--- src/rtl/theremin_pkg.sv ---
// Shared widths, sample/product types and the saturate / offset-binary helpers
// used by the output volume stage feeding the AD5660 DAC driver.
package theremin_pkg;

  localparam int DEF_SIG_BITS  = 16;
  localparam int DEF_GAIN_BITS = 8;
  localparam int DEF_RAMP_DIV  = 64;
  localparam int PROD_BITS     = DEF_SIG_BITS + DEF_GAIN_BITS + 1;

  typedef logic signed [DEF_SIG_BITS-1:0] samp_t;
  typedef logic signed [PROD_BITS-1:0]    prod_t;

  typedef struct packed {
    logic  clip;
    samp_t val;
  } sat_t;

  localparam logic [DEF_SIG_BITS-1:0] MIDSCALE = {1'b1, {(DEF_SIG_BITS-1){1'b0}}};
  localparam prod_t SAT_MAX = prod_t'(2 ** (DEF_SIG_BITS - 1) - 1);
  localparam prod_t SAT_MIN = ~SAT_MAX;

  function automatic sat_t sat_s(input prod_t r);
    sat_t s;
    s.clip = 1'b1;
    if (r > SAT_MAX) begin
      s.val = samp_t'(SAT_MAX);
    end else if (r < SAT_MIN) begin
      s.val = samp_t'(SAT_MIN);
    end else begin
      s.val  = samp_t'(r);
      s.clip = 1'b0;
    end
    return s;
  endfunction

  // Two's complement to offset binary is just an MSB flip.
  function automatic logic [DEF_SIG_BITS-1:0] to_offset_bin(input samp_t v);
    return {~v[DEF_SIG_BITS-1], v[DEF_SIG_BITS-2:0]};
  endfunction

endpackage

--- src/rtl/gain_ramp.sv ---
// Slew-limited gain: moves cur_gain one LSB toward tgt every RAMP_DIV accepted
// samples, so volume and mute changes never click.
module gain_ramp #(
  parameter int GAIN_BITS = 8,
  parameter int RAMP_DIV  = 64
) (
  input  logic                 clk,
  input  logic                 reset_n,
  input  logic                 step_en,
  input  logic [GAIN_BITS-1:0] tgt,
  output logic [GAIN_BITS-1:0] cur_gain
);

  localparam int CNT_BITS = (RAMP_DIV > 1) ? $clog2(RAMP_DIV) : 1;
  localparam logic [CNT_BITS-1:0] CNT_LAST = CNT_BITS'(RAMP_DIV - 1);

  logic [CNT_BITS-1:0]  cnt;
  logic                 wrap;
  logic [GAIN_BITS-1:0] gain_nxt;

  assign wrap = (cnt == CNT_LAST);

  always_comb begin
    // NOTE: default assigned first so every path drives gain_nxt; no latch.
    gain_nxt = cur_gain;
    if (cur_gain < tgt) begin
      gain_nxt = cur_gain + 1'b1;
    end else if (cur_gain > tgt) begin
      gain_nxt = cur_gain - 1'b1;
    end
  end

  // NOTE: non-blocking assignments for all registered state.
  always_ff @(posedge clk or negedge reset_n) begin
    if (!reset_n) begin
      cnt      <= '0;
      cur_gain <= '0;
    end else if (step_en) begin
      cnt <= wrap ? '0 : cnt + 1'b1;
      if (wrap) begin
        cur_gain <= gain_nxt;
      end
    end
  end

endmodule

--- src/rtl/out_gain.sv ---
// Output volume stage: 3-cycle multiply / round / saturate pipeline that turns
// signed samples into offset-binary DAC words with one go strobe per sample.
module out_gain
  import theremin_pkg::*;
#(
  parameter int SIG_BITS  = DEF_SIG_BITS,
  parameter int GAIN_BITS = DEF_GAIN_BITS,
  parameter int RAMP_DIV  = DEF_RAMP_DIV
) (
  input  logic                 clk,
  input  logic                 reset_n,
  input  logic [SIG_BITS-1:0]  in_data,
  input  logic                 in_valid,
  input  logic [GAIN_BITS-1:0] gain,
  input  logic                 mute,
  output logic [SIG_BITS-1:0]  out_data,
  output logic                 out_valid,
  output logic                 clip
);

  localparam prod_t ROUND_HALF = prod_t'(2 ** (GAIN_BITS - 2));

  logic [GAIN_BITS-1:0] tgt;
  logic [GAIN_BITS-1:0] cur_gain;
  logic                 s1_valid;
  logic                 s2_valid;
  samp_t                s1_x;
  logic [GAIN_BITS-1:0] s1_g;
  prod_t                s2_p;
  prod_t                r_round;
  sat_t                 r_sat;

  assign tgt = mute ? '0 : gain;

  gain_ramp #(
    .GAIN_BITS (GAIN_BITS),
    .RAMP_DIV  (RAMP_DIV)
  ) u_gain_ramp (
    .clk      (clk),
    .reset_n  (reset_n),
    .step_en  (in_valid),
    .tgt      (tgt),
    .cur_gain (cur_gain)
  );

  always_ff @(posedge clk or negedge reset_n) begin
    if (!reset_n) begin
      s1_valid  <= 1'b0;
      s2_valid  <= 1'b0;
      out_valid <= 1'b0;
      out_data  <= MIDSCALE;
      clip      <= 1'b0;
    end else begin
      s1_valid  <= in_valid;
      s2_valid  <= s1_valid;
      out_valid <= s2_valid;
      clip      <= s2_valid & r_sat.clip;
      if (s2_valid) begin
        out_data <= to_offset_bin(r_sat.val);
      end
    end
  end

  // NOTE: datapath registers carry no reset; the reset valid chain masks them.
  // s1_g captures cur_gain on the same edge that may step it, i.e. the pre-step gain.
  always_ff @(posedge clk) begin
    if (in_valid) begin
      s1_x <= samp_t'(in_data);
      s1_g <= cur_gain;
    end
    if (s1_valid) begin
      s2_p <= prod_t'(s1_x) * prod_t'($signed({1'b0, s1_g}));
    end
  end

  always_comb begin
    r_round = (s2_p + ROUND_HALF) >>> (GAIN_BITS - 1);
    r_sat   = sat_s(r_round);
  end

endmodule

--- config.mk ---
export PLATFORM = sky130hd
export DESIGN_NAME = out_gain
export DESIGN_NICKNAME = d
export VERILOG_FILES = /design/src/rtl/theremin_pkg.sv /design/src/rtl/gain_ramp.sv /design/src/rtl/out_gain.sv
export SDC_FILE = /design/constraint.sdc
export NUM_CORES = 1
export LEC_CHECK = 0
export CORE_AREA = 2 2 113 126
export DETAILED_ROUTE_END_ITERATION = 6
export DIE_AREA = 0 0 115 128
export PLACE_DENSITY = 0.84
export SYNTH_ARGS = -nofsm -noshare
export SYNTH_HDL_FRONTEND = slang
export SYNTH_SLANG_ARGS = --single-unit
--- constraint.sdc ---
create_clock -name clk -period 6.62 [get_ports clk]
set_input_delay 1.655 -clock clk [delete_from_list [all_inputs] [get_ports clk]]
set_output_delay 1.655 -clock clk [all_outputs]
set_load 0.005 [all_outputs]
# Word-level counts from Yosys, hierarchy flattened

Index checks and enable logic that the tools add are counted.

Register bits: 83
Input port bits: 28
Output and inout bits: 18
Logic and storage cells: 32

Add/sub/neg operators: 4
Multipliers: 1
$lt $le $gt $ge: 4
Eq/ne operators: 1
Mux-type cells: 8
Bitwise gates (word level): 2
Reductions and logical operators: 2

Operator list:

| cell                                                                              | count |
|---|---|
| 16-bit two-way mux                                                                | 2 |
| 25-bit by 8-bit adder with 25-bit output, second input constant                   | 1 |
| 16-bit by 9-bit multiplier with 25-bit output                                     | 1 |
| 8-bit two-way mux                                                                 | 3 |
| 18-bit by 16-bit greater-than comparator with 1-bit output, second input constant | 1 |
| 18-bit by 16-bit < comparator with 1-bit output, second input constant            | 1 |
| 8-bit by 1-bit adder with 8-bit output, second input constant                     | 1 |
| 8-bit greater-than comparator                                                     | 1 |
| 8-bit < comparator                                                                | 1 |
| 8-bit by 1-bit subtractor with 8-bit output, second input constant                | 1 |
| 6-bit by 1-bit adder with 6-bit output, second input constant                     | 1 |
| 6-bit == test, second input constant                                              | 1 |
| 6-bit two-way mux                                                                 | 1 |
| 3-bit AND reduction                                                               | 1 |
| 1-bit two-way mux                                                                 | 2 |
| 2-bit nonzero test                                                                | 1 |
| 1-bit bitwise AND                                                                 | 1 |
| 1-bit inverter                                                                    | 1 |

# Longest topological paths before layout

Gate-level depths: netlist (run 1).

Depth in word-level cells: 5
Gate-level depth with buffers: 17
Depth with buffers taken out: 17

# By module

Synthesis (run 1) repeated with hierarchy kept, for this count alone.

Cells, all modules: 858
Area, all modules: 8364.3 µm²

Modules (own cells, without submodules):

| module    | instances | cells each | area each (µm²) | sequential area each (µm²) |
|---|---|---|---|---|
| out_gain  | 1         | 752        | 7333.3          | 1793.0 |
| gain_ramp | 1         | 106        | 1031.0          | 350.3 |

# Worst setup path before layout (run 1)

No wires, ideal clock.

Path type: reg2reg
Start point: register s1_g[5]
End point: register s2_p[22] (data pin)
Setup time: 0.269 ns
Data arrival time: 4.699 ns
Required time: 6.351 ns
Path slack: 1.652 ns
Cell stages (with the launch flop): 17
Buffers on the path: 1
Period minus slack after synthesis: 4.968 ns
Path through: edfxtp_1 -> clkbuf_1 -> nand2_1 -> fa_1 -> inv_1 -> fa_1 -> fa_1 -> inv_1 -> fa_1 -> inv_1 -> ha_1 -> and3_1 -> a221o_1 -> a31oi_1 -> o31ai_1 -> o311ai_0 -> a21oi_1

Longest elaborated chain between the ends: 1

RTL lines:

| item                                          | line           | RTL |
|---|---|---|
| start: declaration                            | out_gain.sv:28 | `logic [GAIN_BITS-1:0] s1_g;` |
| start signal: assignment                      | out_gain.sv:69 | `s1_g <= cur_gain;` |
| 16-bit by 9-bit multiplier with 25-bit output | out_gain.sv:72 | `s2_p <= prod_t'(s1_x) * prod_t'($signed({1'b0, s1_g}));` |
| end signal: assignment                        | out_gain.sv:72 |  |
| end: declaration                              | out_gain.sv:29 | `prod_t s2_p;` |

Every way passes these cells.
A chain may end at the register's enable or synchronous reset.

# Worst setup path in the final report (run 1)

Start point: register s1_g[2]
End point: register s2_p[22] (data pin)

Same word-level chain as after synthesis.

==> flow_metrics.env, run 1 <==
export IMPL_outcome="completed"
export IMPL_hold_violations=0
export IMPL_grt_ovfl_total=0
export IMPL_placed_cell_area_mm2=0.008553
export IMPL_async_flop_share_pct=44.16
export IMPL_wl_met1_um=6337
export IMPL_final_area_mm2=0.008821
export IMPL_wl_met2_um=7860
export IMPL_cts_repair_timing_setup_buffer_count=0
export IMPL_tightest_slew_ps=1222
export IMPL_ys_seq_area_share_pct=26.94
export IMPL_critPathCaptureType="register"
export IMPL_fin_cells=1005
export IMPL_root_buffer="clkbuf_16"
export IMPL_min_period_ps=5395
export IMPL_yosys_most_used_dff="edfxtp_1"
export IMPL_drt_iter0_markers=333
export IMPL_slew_viol_final=0
export IMPL_finalSetupViolations=0
export IMPL_ys_ff_latch=77
export IMPL_start_util_pct=58.87
export IMPL_ys_warn_count=0
export IMPL_netlist_area_mm2=0.007955
export IMPL_dp_cells=989
export IMPL_postRouteAntennaNets=0
export IMPL_yosysMostFrequentCell="inv_1"
export IMPL_cts_htree_levels=3
export IMPL_highest_layer="met4"
export IMPL_synth_top_area_share_pct=25.67
export IMPL_grt_setup_unrepaired="false"
export IMPL_reg2reg_from="s1_g[2]"
export IMPL_synth_edf_count=43
export IMPL_area_growth_pct=10.88
export IMPL_die_area_mm2=0.01472
export IMPL_startpoint="s1_g[2]"
export IMPL_synth_cell_types=52
export IMPL_dp_slack_ps=1289
export IMPL_cts_resized=0
export IMPL_antenna_cells=0
export IMPL_synthTopCellsByArea="fa_1 26%, edfxtp_1 16%, dfrtp_1 10%"
export IMPL_first_pass_iters=4
export IMPL_crit_arrival_ps=5490
export IMPL_tritoncts="yes"
export IMPL_drc=0
export IMPL_synth_top_area_cell="fa_1"
export IMPL_ys_top_cells_by_count="164 x inv_1, 102 x fa_1, 73 x nand2_1"
export IMPL_tns_ps=0
export IMPL_portBuffers=45
export IMPL_critPathLaunchType="register"
export IMPL_path_clk_slew_ps=60
export IMPL_max_cap_violations=0
export IMPL_hold_path_class="register to register"
export IMPL_fin_crit_sh_pct=81.49
export IMPL_drive_gt1_share_pct=4.875
export IMPL_cts_sinks=77
export IMPL_relSlewSlack_pct=18.25
export IMPL_fin_skew_ps=10.94
export IMPL_drt_wl_total_um=15110
export IMPL_dp_hpwl_um=12230
export IMPL_cts_hold_buf=0
export IMPL_vias_per_cell=5.366
export IMPL_via_count=5393
export IMPL_fin_ws_ps=1225
export IMPL_ir_drop_mv=0.1696
export IMPL_worst_setup_path_type="register to register"
export IMPL_reg2reg_slack_ps=1230
export IMPL_power_per_cell_area_mw_per_mm2=327.2
export IMPL_hold_start="out_data[15]"
export IMPL_die_width_um=115
export IMPL_cts_buffer_depth=2
export IMPL_reg2reg_depth=15
export IMPL_place_congestion=0.9083
export IMPL_coreArea_mm2=0.01351
export IMPL_grtUsageTotal_pct=22.84
export IMPL_ioPinCount=46
export IMPL_dieHeight_um=128
export IMPL_synth_fp_nets=984
export IMPL_nNetsFinal=1028
export IMPL_wl_per_cell_um=15.03
export IMPL_clk_latency_ps=350
export IMPL_syn_area_per_cell_um2=10.04
export IMPL_grt_max_degree=35
export IMPL_numCtsBuffers=9
export IMPL_timing_rr_end="s2_p[22]"
export IMPL_crit_required_ps=6710
export IMPL_max_freq_mhz=185.4
export IMPL_antenna_found_initial=0
export IMPL_p_leak_nw=4.230
export IMPL_endpoint="s2_p[22]"
export IMPL_grt_pass1_wl_um=26330
export IMPL_grt_pass1_vias=5638
export IMPL_rows=45
export IMPL_route_met3_wl_um=615
export IMPL_synth_cells=792
export IMPL_path_max_fanout=16
-- registers in the layout, indices dropped and copies added, names as in the netlist --
signal	count
u_gain_ramp.cur_gain	8
s2_valid	1
s1_valid	1
s1_x	16
u_gain_ramp.cnt	6
s2_p	19
out_data	16
s1_g	8
clip	1
out_valid	1
-- cell type report --
| cell class | instances | area, µm² |
|---|---|---|
| clock buffer | 11 | 232.7 |
| clock inverter | 5 | 35.03 |
| fill | 1026 | 4692 |
| inverter | 164 | 615.6 |
| multi-input combinational | 537 | 5124 |
| sequential | 77 | 2143 |
| tap | 164 | 205.2 |
| timing repair buffer | 47 | 465.4 |
-- worst min path at each step --
stage	endpoint	slack [ps]	cells past startpoint
6_report	out_data[15]	470	2
3_3_place_gp	out_data[15]	460	2
3_5_place_dp	u_gain_ramp.cnt[4]	460	1
4_1_cts	out_data[15]	470	2
2_1_floorplan	out_valid	370	0
5_1_grt	u_gain_ramp.cnt[4]	490	1
-- metrics by stage --
stage          utilization (%)  hold WS [ps]  power (W)
2_1_floorplan                -         372.1   0.002023
3_3_place_gp             63.30         458.0   0.002356
3_5_place_dp             63.30         464.9   0.002429
4_1_cts                  65.28         474.1   0.002906
5_1_grt                  65.28         493.5   0.003158
6_report                 65.28         472.7   0.002886
-- kinds of logic (layout without fill, tap and decap cells) --
kind of cell / Yosys count / after routing / synth area share (%)
compound gates: 78 / 78 / 7.015
xor+xnor: 48 / 48 / 5.285
fa+ha+maj: 164 / 164 / 35.42
buf+inv: 178 / 227 / 8.651
flops: 77 / 77 / 26.94
mux: 7 / 7 / 0.9909
simple gates: 240 / 240 / 15.70
-- power breakdown --
group          total [W]  internal (W)  switching, W  leakage [nW]
combinational    0.00154      0.000720      0.000818          3.26
sequential      0.000886      0.000726      0.000160         0.832
clock           0.000462      0.000256      0.000206         0.135
-- placed cells by master, fill, tap and decap left out, drive strengths merged, types with 3 or more instances in the layout --
cell             n
a31oi            4
and4             3
o21bai           4
edfxtp          43
a21o             7
ha              62
o31ai            5
nor2            32
xor2            14
dfrtp           33
clkdlybuf4s50   45
and2            68
nor3             6
nand3           26
clkbuf          11
fa             102
and3             4
nor2b            3
nand4           13
a21oi           32
xnor2           34
mux2             7
nand2           73
inv            167
nand2b           7
o21ai            7
-- critical path, stage by stage (launching register included) --
cell and delay [ps]:
edfxtp_1 650, nand2_1 180, fa_1 560, inv_1 50, fa_1 490, fa_1 500, inv_1 60, fa_1 530
inv_1 50, ha_1 330, and3_1 190, a221o_1 340, a31oi_1 490, o31ai_1 270, o311ai_0 340, a21oi_1 100
-- per-layer routing --
layer  up-vias  GRT usage [%]
li1       2601              -
met4         0          6.662
met1      2638          28.43
met2       133          40.83
met5         -              0
met3        21          3.783
Power figures use the tool's default switching activity.
==> inputs of run 2 (changes only) <==
==> constraint.sdc (replaced) <==
create_clock -name clk -period 5.3 [get_ports clk]
set_input_delay 1.325 -clock clk [delete_from_list [all_inputs] [get_ports clk]]
set_output_delay 1.325 -clock clk [all_outputs]
set_load 0.005 [all_outputs]
==> run 2 against run 1 <==
Compared with the run above:
- via count grew 3.7%
- critical path depth grew 1
- hold slack barely moved
- first-iteration DRC count shrank 17%
- non-clock buffer count grew 14
==> flow_metrics.env, run 2 (same netlist as run 1, synthesis figures left out) <==
export IMPL_die_width_um=115
export IMPL_antenna_cells=0
export IMPL_cts_buffer_depth=2
export IMPL_fillCellCount=1036
export IMPL_slew_viol_final=0
export IMPL_numCtsBuffers=9
export IMPL_tritoncts="yes"
export IMPL_first_pass_iters=6
export IMPL_p_leak_nw=4.306
export IMPL_rows=45
export IMPL_fin_util_pct=66.22
export IMPL_clk_latency_ps=350
export IMPL_wl_per_cell_um=15.17
export IMPL_place_congestion=0.9055
export IMPL_fin_ws_ps=306.2
export IMPL_drt_iter0_markers=278
export IMPL_fin_skew_ps=8.304
export IMPL_portBuffers=45
export IMPL_dp_slack_ps=213.7
export IMPL_postRouteAntennaNets=0
export IMPL_largest_register_ff_count=19
export IMPL_max_cap_violations=0
export IMPL_drive_gt1_share_pct=6.784
export IMPL_area_growth_pct=12.49
export IMPL_vias_per_cell=5.488
export IMPL_die_area_mm2=0.01472
export IMPL_critPathCaptureType="register"
export IMPL_relSlewSlack_pct=50.21
export IMPL_final_cell_mix="164 x inv_1, 102 x fa_1, 73 x nand2_1, 68 x and2_1, 62 x ha_1"
export IMPL_hold_start="u_gain_ramp.cnt[5]"
export IMPL_coreArea_mm2=0.01351
export IMPL_path_clk_slew_ps=60
export IMPL_startpoint="s1_g[5]"
export IMPL_path_max_fanout=9
export IMPL_largest_registers="s2_p x19, out_data x16, s1_x x16"
export IMPL_grt_max_degree=35
export IMPL_ioPinCount=46
export IMPL_dieHeight_um=128
export IMPL_grt_ovfl_total=0
export IMPL_cts_htree_levels=3
export IMPL_grt_pass1_vias=5766
export IMPL_hold_violations=0
export IMPL_layout_commonest_cell="inv_1"
export IMPL_dp_hpwl_um=12230
export IMPL_cts_hold_buf=0
export IMPL_cts_sinks=77
export IMPL_min_period_ps=4994
export IMPL_start_util_pct=58.87
export IMPL_seq_area_mm2=0.002143
export IMPL_grt_pass1_wl_um=26800
export IMPL_timing_rr_end="s2_p[24]"
export IMPL_power_total_w=0.003637
export IMPL_antenna_found_initial=0
export IMPL_crit_required_ps=5390
export IMPL_finalSetupViolations=0
export IMPL_reg2reg_slack_ps=310
export IMPL_nNetsFinal=1042
export IMPL_grtUsageTotal_pct=23.32
export IMPL_crit_arrival_ps=5090
export IMPL_hold_end="u_gain_ramp.cnt[5]"
export IMPL_drc=0
export IMPL_drt_wl_total_um=15450
export IMPL_power_per_cell_area_mw_per_mm2=406.5
export IMPL_regMostFlops="s2_p"
export IMPL_reg2reg_depth=16
export IMPL_whs_ps=472.4
export IMPL_worst_setup_path_type="register to register"
export IMPL_tns_ps=0
export IMPL_tightest_slew_ps=746.9
export IMPL_hold_path_class="register to register"
export IMPL_max_freq_mhz=200.2
export IMPL_multi_input_comb_area_mm2=0.005141
export IMPL_fin_crit_sh_pct=94.22
export IMPL_critPathLaunchType="register"
export IMPL_outcome="completed"
export IMPL_hold_path_depth=1
export IMPL_ir_drop_mv=0.1794
export IMPL_reg2reg_from="s1_g[5]"
export IMPL_via_count=5592
export IMPL_root_buffer="clkbuf_16"
==> run 2: changes by cell type in the layout (fill, tap and decap cells not counted), sizes merged <==
cell	previous run	this run
clkbuf	11	10
buf	2	16
clkinv	2	3
==> run 2: how the worst max path moves through the flow <==
stage,end,slack [ps],cells after the start
2_1_floorplan,s2_p[22],330,16
3_3_place_gp,s2_p[22],290,16
3_5_place_dp,s2_p[22],210,16
4_1_cts,s2_p[22],170,16
5_1_grt,s2_p[22],-9,16
6_report,s2_p[24],310,16
==> run 2: critical path, stage by stage (launching register included) <==
cell      delay, ps
edfxtp_1        530
buf_4           200
and2_1          140
fa_1            620
inv_1           110
fa_1            540
inv_1            60
fa_1            520
inv_1            50
fa_1            520
inv_1            40
ha_1            340
nand4_1         130
or4_1           470
o221ai_2        220
a21oi_1         110
xnor2_1         130
==> run 2: repair_timing <==
action | CTS | global route
gates resized for setup | 0 | 3
endpoints found under the setup margin | 0 | 7
setup buffers | 0 | 9
==> run 2: per-stage QoR <==
stage	instances	instance area (µm²)
2_1_floorplan	792	7955
3_3_place_gp	994	8591
3_5_place_dp	994	8591
4_1_cts	1010	8866
5_1_grt	1019	8949
6_report	1019	8949
==> run 2: power breakdown <==
group / internal [W] / switching, W
combinational: 0.000919 / 0.00104
clock: 0.000322 / 0.000257
sequential: 0.000907 / 0.000195
total: 0.00215 / 0.00149
==> run 2: layer usage <==
metal	part of all wire (%)	GRT usage (%)	vias to the layer above	wire (µm)
met5	0	0	-	0
met4	2.3	8.292	0	348
met3	3.4	3.499	28	530
met2	52	40.90	152	8021
met1	42	29.37	2778	6553
li1	-	-	2634	-
==> run 2: cell type report <==
cell class / count / share of cell area [%]
flip-flops and latches: 77 / 23.95
clock buffers: 10 / 2.559
well taps: 164 / 2.293
clock inverters: 6 / 0.5173
inverters: 164 / 6.879
repair buffers: 61 / 6.348
multi-input cells: 537 / 57.45
